**src/rtl/stream_delay_align.sv**
```systemverilog
// Fixed-latency stream delay line: delays {in_vld, in_data} by a configurable
// number of clock cycles through a circular buffer, with refill tracking after reconfiguration.
module stream_delay_align #(
    parameter int DATA_W  = 16,
    parameter int MAX_DLY = 64,
    parameter int DLY_W   = $clog2(MAX_DLY + 1)
) (
    input  logic              clk,
    input  logic              rst_n,
    input  logic [DLY_W-1:0]  dly_cfg,
    input  logic              dly_load,
    input  logic              in_vld,
    input  logic [DATA_W-1:0] in_data,
    output logic              out_vld,
    output logic [DATA_W-1:0] out_data,
    output logic              busy,
    output logic              cfg_err
);

    localparam int PTR_W = (MAX_DLY > 1) ? $clog2(MAX_DLY) : 1;

    typedef enum logic [1:0] {
        ST_IDLE = 2'd0,
        ST_FILL = 2'd1,
        ST_RUN  = 2'd2
    } state_t;

    function automatic logic cfg_bad(input logic [DLY_W-1:0] cfg);
        return (cfg == {DLY_W{1'b0}}) || (cfg > DLY_W'(MAX_DLY));
    endfunction

    // Zero requests the shortest legal delay; oversize requests clamp to the buffer depth.
    function automatic logic [DLY_W-1:0] cfg_to_dly(input logic [DLY_W-1:0] cfg);
        if (cfg == {DLY_W{1'b0}}) begin
            return DLY_W'(1);
        end else if (cfg > DLY_W'(MAX_DLY)) begin
            return DLY_W'(MAX_DLY);
        end else begin
            return cfg;
        end
    endfunction

    state_t             state_r, state_s;
    logic [DLY_W-1:0]   fill_r, fill_s;
    logic [DLY_W-1:0]   d_act_r, d_act_s;
    logic [PTR_W-1:0]   wr_ptr_r, wr_ptr_s;
    logic [PTR_W-1:0]   rd_idx_s;
    logic [DLY_W:0]     wr_ext_s, d_ext_s, rd_ext_s;
    logic [MAX_DLY-1:0] vbit_r;
    logic [DATA_W-1:0]  mem_r [MAX_DLY];
    logic               rd_ok_s;
    logic               out_vld_r, busy_r, cfg_err_r;
    logic [DATA_W-1:0]  out_data_r;

    // Next-state and fill counter; a load overrides whatever the current state decided.
    always_comb begin
        state_s = state_r;
        fill_s  = fill_r;
        if (dly_load) begin
            d_act_s = cfg_to_dly(dly_cfg);
        end else begin
            d_act_s = d_act_r;
        end
        case (state_r)
            ST_IDLE: begin
                if (in_vld) begin
                    if (d_act_s == DLY_W'(1)) begin
                        state_s = ST_RUN;
                        fill_s  = DLY_W'(0);
                    end else begin
                        state_s = ST_FILL;
                        fill_s  = d_act_s - DLY_W'(1);
                    end
                end else begin
                    state_s = ST_IDLE;
                end
            end
            ST_FILL: begin
                if (fill_r <= DLY_W'(1)) begin
                    state_s = ST_RUN;
                    fill_s  = DLY_W'(0);
                end else begin
                    fill_s = fill_r - DLY_W'(1);
                end
            end
            ST_RUN: begin
                state_s = ST_RUN;
            end
            default: begin
                state_s = ST_IDLE;
                fill_s  = DLY_W'(0);
            end
        endcase
        if (dly_load) begin
            if (d_act_s == DLY_W'(1)) begin
                state_s = ST_RUN;
                fill_s  = DLY_W'(0);
            end else begin
                state_s = ST_FILL;
                fill_s  = d_act_s - DLY_W'(1);
            end
        end else begin
            fill_s = fill_s;
        end
    end

    // Pointer arithmetic: read lags write by D_act, wrapped into 0..MAX_DLY-1.
    always_comb begin
        wr_ext_s = (DLY_W + 1)'(wr_ptr_r);
        d_ext_s  = (DLY_W + 1)'(d_act_r);
        if (wr_ext_s >= d_ext_s) begin
            rd_ext_s = wr_ext_s - d_ext_s;
        end else begin
            rd_ext_s = wr_ext_s + (DLY_W + 1)'(MAX_DLY) - d_ext_s;
        end
        rd_idx_s = PTR_W'(rd_ext_s);
        if (wr_ptr_r == PTR_W'(MAX_DLY - 1)) begin
            wr_ptr_s = PTR_W'(0);
        end else begin
            wr_ptr_s = wr_ptr_r + PTR_W'(1);
        end
        // The load edge itself still reads the old geometry, so it is suppressed.
        rd_ok_s = !dly_load && (state_s == ST_RUN) && vbit_r[rd_idx_s];
    end

    // Control state, valid bits and registered outputs.
    always_ff @(posedge clk or negedge rst_n) begin
        if (!rst_n) begin
            state_r    <= ST_IDLE;
            fill_r     <= DLY_W'(0);
            d_act_r    <= DLY_W'(MAX_DLY);
            wr_ptr_r   <= PTR_W'(0);
            vbit_r     <= {MAX_DLY{1'b0}};
            out_vld_r  <= 1'b0;
            out_data_r <= {DATA_W{1'b0}};
            busy_r     <= 1'b0;
            cfg_err_r  <= 1'b0;
        end else begin
            state_r    <= state_s;
            fill_r     <= fill_s;
            d_act_r    <= d_act_s;
            wr_ptr_r   <= wr_ptr_s;
            if (dly_load) begin
                vbit_r           <= {MAX_DLY{1'b0}};
                vbit_r[wr_ptr_r] <= in_vld;
                cfg_err_r        <= cfg_bad(dly_cfg);
            end else begin
                vbit_r[wr_ptr_r] <= in_vld;
                cfg_err_r        <= cfg_err_r;
            end
            out_vld_r  <= rd_ok_s;
            out_data_r <= rd_ok_s ? mem_r[rd_idx_s] : {DATA_W{1'b0}};
            busy_r     <= (state_s == ST_FILL);
        end
    end

    // Payload storage; contents are qualified by vbit_r so no reset is needed.
    always_ff @(posedge clk) begin
        mem_r[wr_ptr_r] <= in_data;
    end

    assign out_vld  = out_vld_r;
    assign out_data = out_data_r;
    assign busy     = busy_r;
    assign cfg_err  = cfg_err_r;

endmodule

```
**config.mk**
```make
export PLATFORM = sky130hd
export DESIGN_NAME = stream_delay_align
export DESIGN_NICKNAME = d
export VERILOG_FILES = /design/src/rtl/stream_delay_align.sv
export SDC_FILE = /design/constraint.sdc
export NUM_CORES = 1
export LEC_CHECK = 0
export CAP_MARGIN = 20
export CORE_MARGIN = 1.5
export CORE_UTILIZATION = 50
export CTS_BUF_LIST = sky130_fd_sc_hd__clkbuf_16
export DETAILED_ROUTE_END_ITERATION = 8
export PLACE_DENSITY = 0.66
export SYNTH_ARGS = -nofsm -noshare
export SYNTH_HDL_FRONTEND = slang
export SYNTH_SLANG_ARGS = --single-unit
```
**constraint.sdc**
```tcl
create_clock -name clk -period 5.4 [get_ports clk]
set_clock_uncertainty 0.15 [all_clocks]
set_input_delay 0.81 -clock clk [delete_from_list [all_inputs] [get_ports clk]]
set_output_delay 0.81 -clock clk [all_outputs]
set_load 0.1 [all_outputs]
```
==> impl_metrics.tcl, run 1 <==
set metrics [dict create \
    cts_resized 0 \
    status "complete, no violations" \
    vias_per_cell 6.173 \
    cts_max_path_buffers 3 \
    rsz0062_at_grt "false" \
    drt_first_pass_iters 7 \
    fp.dieH_um 301.8 \
    fillers 6507 \
    drc 0 \
    start_util_pct 50.52 \
    hold_path.class "primary input to async pin" \
    period_share_pct 88.17 \
    finalHoldViolations 0 \
    synth_area_um2 44650 \
    synth_ff_type "edfxtp_1" \
    io_buffers 45 \
    cts_tree "done" \
    synthXorXnorAreaFrac_pct 0.2326 \
    wl_um 106900 \
    drtIter0Drc 2577 \
    synthDistinctLibCells 59 \
    hold_ws_ns 0.1067 \
    crit_path_end "out_data[4]" \
    antenna_found_initial 3 \
    path_max_fanout 37 \
    tns_ns 0 \
    slowest_stage "fa_4" \
    r2r-end "out_data[4]" \
    ys_seq_elements 1129 \
    multi_input_area_um2 10730 \
    rr_startpoint "wr_ptr_r[0]" \
    avgSynthCellArea_um2 19.75 \
    postCtsSetupBuffers 0 \
    crit_start "wr_ptr_r[0]" \
    max_slew_margin_pct 33.22 \
    synthArstFlopShare_pct 9.300 \
    fmax_ghz 0.2100 \
    hold_buffers 0 \
    routed-via-count 22600 \
    setup_viol_count_final 0 \
    overflow 0 \
    worst_pin_slew_ns 0.9985 \
    synth_commonest_cells "edfxtp_1, mux4_2, nand2_1" \
    critPathBufInv 3 \
    worstSetupEndpointType "flop" \
    layout.nets 2440 \
    chipWidth_um 301.8 \
    cts_max_level 3 \
    ios 46 \
    coreArea_um2 88370 \
    grt_max_degree 81 \
    synth_fa_ha_area_share_pct 0.3251 \
    ff2ff_setup_slack_ns 0.64 \
    cellLeakagePower_nw 16.31 \
    synthMuxAreaShare_pct 16.78 \
    grt_usage_pct 23.83 \
    ys_warn_count 0 \
    yosys.area_share.simple_pct 3.452 \
    cts_made_buffers 108 \
    synth_area_leaders "edfxtp_1, mux4_2, dfrtp_1" \
    rows 109 \
    crit_chain "inv_1, ha_4, inv_1, fa_4, buf_4, mux4_2, mux2_2, o22ai_1, nor3_1, o21a_1" \
    synth_edf_count 1024 \
    powerDensity_nw_per_um2 368.3 \
    detailed_place_hpwl_um 61160 \
    crit_type "flop to flop" \
    post_drt_wl_per_cell_um 29.20 \
    synth-compound-area-share_pct 2.996 \
    yosys.area.top_type_share_pct 68.87 \
    cp.depth 10 \
    clk_pin_slew_ns 0.06 \
    crit_top_cell "inv_1" \
    syn_nets 2299 \
    power.total_mw 18.61 \
    crit_family "adder cells" \
    gp_congestion 0.8697 \
    cp.arrival_ns 5.16 \
    worstRegToRegCells 10 \
    drv_slew 0 \
    crit_required_ns 5.80 \
    antenna_left 0 \
    dp_cells 3454 \
    synth_top_cell_by_area "edfxtp_1" \
    synthCells 2261 \
    register_area_um2 33380 \
    max-vdd-ir-drop_mv 0.3092 \
    cts_num_sinks 1129 \
    die_area_um2 91100 \
    synth.most_common_cell "edfxtp_1" \
    grt_pass1_wl_um 155600 \
    cts-root-buf "clkbuf_16" \
    synth_top_family_by_area "multiplexers" \
    drive_gt1_share_pct 28.66 \
    fin_cells 3661 \
    min_period_ns 4.761 \
    cpPeakStageDelay_ns 1.05 \
    grt_pass1_vias 22870 \
    clkLatencyLatePin_ns 0.67 \
    cp-start-kind "flop" \
    areaGrowthSynthToFinish_pct 13.15 \
    drv_cap 0 \
    synth_seq_area_share_pct 74.75 \
]
[stage by stage]
stage | area (um2) | utilization [%] | setup WS, ns
floorplan | 44650 | - | 1.797
global placement | 46810 | 52.96 | 0.7011
detailed placement | 46980 | 53.16 | 0.6292
CTS | 50460 | 57.10 | 0.6150
global route | 50520 | 57.16 | 0.4005
finish | 50520 | 57.17 | 0.6389
[how the worst min path moves through the flow]
| stage | startpoint | end |
|---|---|---|
| floorplan | fill_r[4] | fill_r[4] |
| global placement | fill_r[4] | fill_r[4] |
| detailed placement | fill_r[4] | fill_r[4] |
| CTS | rst_n | cfg_err |
| global route | rst_n | cfg_err |
| finish | rst_n | cfg_err |
[sequential cells by signal, indices dropped and copies added, names as in the netlist]
register and count:
mem_r 1024, vbit_r 64, out_data 16, d_act_r 7
fill_r 7, wr_ptr_r 6, state_r 2, busy 1
cfg_err 1, out_vld 1
[cell families (layout without fill, tap and decap cells)]
group	Yosys count	in the layout
DFF	1129	1129
other	0	1
muxes	397	397
xor gates and xnor gates	11	11
AOI/OAI and AO/OA	207	207
adders and majority gates	11	11
and+or+nand+nor	357	357
buffers and inverters	149	383
[layer usage]
layer,vias to the layer above,track usage (%),wire length [um]
li1,9461,-,-
met1,12000,33.47,43280
met5,-,0,23
met4,4,7.012,2809
met2,972,37.91,51450
met3,164,5.222,9319
[cells in the final DEF (no fill, tap or decap), types with 5 or more instances in the layout]
cell type	n
nand2b_1	5
or3_1	8
o211ai_1	6
o21ai_0	78
clkbuf_16	110
clkdlybuf4s50_1	27
mux2_2	99
inv_1	35
buf_12	6
clkinv_1	23
nor3_1	32
clkinv_2	29
bufinv_16	10
buf_4	104
clkinvlp_4	6
o21a_1	17
nand2_1	185
a32o_1	17
mux4_2	270
nor2_2	31
edfxtp_1	1024
nor3_2	10
ha_1	9
nor2_1	54
mux2i_1	27
buf_2	17
a21oi_1	7
xnor2_1	7
dfrtp_1	104
nand3_1	12
o22ai_1	54
[where the power goes]
| part | internal (mW) | total, mW | leakage [nW] | switching [mW] |
|---|---|---|---|---|
| clock | 4.18 | 7.41 | 1.78 | 3.23 |
| sequential | 9.56 | 9.60 | 10.6 | 0.0347 |
| combinational | 0.614 | 1.60 | 3.89 | 0.983 |
[final cells by class]
cell class	instances	share of cell area [%]
inverter	19	0.1412
clock inverter	93	1.444
multi-input combinational	983	21.24
antenna	1	0.004953
timing repair buffer	161	2.769
sequential	1129	66.07
tap	1165	2.885
clock buffer	110	5.449
Note: power is estimated with default switching activity, not from simulation.
==> run 2: changes to the inputs <==
--- a/config.mk
+++ b/config.mk
@@ -10,7 +10,9 @@
 export CORE_UTILIZATION = 50
 export CTS_BUF_LIST = sky130_fd_sc_hd__clkbuf_16
 export DETAILED_ROUTE_END_ITERATION = 8
+export HOLD_SLACK_MARGIN = 0.06
 export PLACE_DENSITY = 0.66
+export RECOVER_POWER = 100
 export SYNTH_ARGS = -nofsm -noshare
 export SYNTH_HDL_FRONTEND = slang
 export SYNTH_SLANG_ARGS = --single-unit
==> run 2 against run 1 <==
The flow now finishes with violations (capacitance limit, slew limit). Hold slack better by 0.25 ns. Largest cell class unchanged. Die area stayed put. Fmax is 0.23% lower. First-iteration DRC count is 0.27% higher. Flip-flop and latch count stayed put. Register-to-register slack hardly changed. Critical path depth stayed put. Critical path type unchanged.
==> impl_metrics.tcl, run 2 (synthesis results as in run 1) <==
set metrics [dict create \
    gr-usage-met3_pct 5.222 \
    clkLatencyLatePin_ns 0.66 \
    drv_cap 35 \
    hold_buffers 0 \
    post_drt_wl_per_cell_um 29.18 \
    antenna_found_initial 3 \
    regMostFlops "mem_r" \
    path_max_fanout 37 \
    grt_usage_pct 23.83 \
    coreArea_um2 88370 \
    areaGrowthSynthToFinish_pct 12.02 \
    diodes 0 \
    grt_pass1_wl_um 155600 \
    cts-root-buf "clkbuf_16" \
    dp_cells 3454 \
    worstSetupEndpointType "flop" \
    powerDensity_nw_per_um2 371.9 \
    wl_um 106800 \
    cts_resized 0 \
    cts_max_level 3 \
    largest_reg_flops 1024 \
    layout_common_cells "edfxtp_1, mux4_2, nand2_1" \
    setup_viol_count_final 0 \
    period_share_pct 88.37 \
    cts_max_path_buffers 3 \
    mostFrequentLayoutCell "edfxtp_1" \
    fmax_ghz 0.2096 \
    tns_ns 0 \
    cpPeakStageDelay_ns 1.05 \
    switching_share_pct 22.78 \
    grt_pass1_vias 22870 \
    cts_num_sinks 1129 \
    io_buffers 45 \
    utilization_pct 56.60 \
    ios 46 \
    fp.dieH_um 301.8 \
    status "finished, violations left" \
    fin_cells 3660 \
    crit_type "flop to flop" \
    crit_required_ns 5.80 \
    die_area_um2 91100 \
    routed-via-count 22510 \
    max-vdd-ir-drop_mv 0.3091 \
    overflow 0 \
    postCtsSetupBuffers 0 \
    drt_first_pass_iters 5 \
    grt_max_degree 81 \
    grt_use_met1_pct 33.47 \
    p_seq_share_pct 51.7 \
    drv_slew 1425 \
    power_frac_comb_pct 8.5 \
    worst_pin_slew_ns 3.961 \
    cts_made_buffers 108 \
    chipWidth_um 301.8 \
    grt_busiest_layer "met2" \
    dp_slack_ns 0.6292 \
    start_util_pct 50.52 \
    rows 109 \
    vias_per_cell 6.151 \
    clockPowerShare_pct 39.8 \
    internal_power_mw 14.36 \
    p_switching_mw 4.238 \
    cts_tree "done" \
    finalHoldViolations 0 \
    cp-start-kind "flop" \
    crit_chain "inv_1, ha_4, inv_1, fa_4, buf_4, mux4_2, mux2_2, o22ai_1, nor3_1, o21a_1" \
    cellLeakagePower_nw 15.97 \
    detailed_place_hpwl_um 61160 \
    max_slew_margin_pct -164.1 \
    antenna_left 0 \
    drc 0 \
    violations "capacitance limit, slew limit" \
    layout.nets 2440 \
    rsz0062_at_grt "false" \
    gr-usage-met2_pct 37.91 \
    gp_congestion 0.8697 \
    crit_top_cell "inv_1" \
    cp.arrival_ns 5.17 \
    setup_slack_ns 0.6279 \
    min_period_ns 4.772 \
    clk_pin_slew_ns 0.06 \
    hold_path.class "flop to flop" \
    drive_gt1_share_pct 24.49 \
    drtIter0Drc 2584 \
    slowest_stage "fa_4" \
]
run 2: cell count changes in the layout (fill, tap and decap cells not counted), sizes merged:
cell           before  now
dlygate4sd3         0   20
buf               134   45
clkbuf            110  199
diode               1    0
clkdlybuf4s50      27    7
run 2: path summary, 6_finish.rpt:
path                             start     endpoint  slack, ns  depth (start not counted)
setup / recovery           wr_ptr_r[0]  out_data[4]       0.63                         10
hold / removal               fill_r[4]    fill_r[4]       0.36                          1
setup reg to reg           wr_ptr_r[0]  out_data[4]       0.63                         10
hold reg to reg              fill_r[4]    fill_r[4]       0.36                          1
max in group asynchronous        rst_n   vbit_r[13]       1.16                          2
min in group asynchronous        rst_n      cfg_err       1.36                          1
run 2: stage by stage:
step / hold slack, ns / area, um2 / total power [mW]
floorplan: 0.3168 / 44650 / 10.76
detailed placement: 0.3385 / 46980 / 11.37
CTS: 0.1288 / 50460 / 18.71
global route: 0.3841 / 50020 / 19.15
finish: 0.3594 / 50020 / 18.60
global placement: 0.3370 / 46810 / 11.35
run 2: critical path, delay by kind of cell, from the launching register on:
kind            cells  cell delay, ns
fa+ha+maj           2            1.21
buf+inv             3            0.92
compound gates      2            0.88
mux                 2            0.88
flops               1            0.45
simple gates        1            0.13
run 2: per-layer routing:
metal | vias up | part of all wire, %
li1 | 9467 | -
met1 | 11880 | 40
met2 | 1012 | 48
met3 | 152 | 9.5
met4 | 4 | 2.5
met5 | - | 0.022
run 2: cell type report:
type / instances / area (um2)
Clock buffer: 110 / 2753
Inverter: 19 / 71.32
Tap cell: 1165 / 1458
Clock inverter: 93 / 729.5
Timing Repair Buffer: 161 / 938.4
Sequential cell: 1129 / 33380
Multi-Input combinational cell: 983 / 10690
Fill cell: 6607 / 38360
run 2: power groups by stage:
stage / logic, mW / registers (mW) / clock network, mW
2_1_floorplan: 0.961 / 9.80 / 0
3_3_place_gp: 1.57 / 9.78 / 0
3_5_place_dp: 1.59 / 9.78 / 0
4_1_cts: 1.60 / 9.60 / 7.52
5_1_grt: 1.67 / 9.62 / 7.86
6_report: 1.58 / 9.62 / 7.40
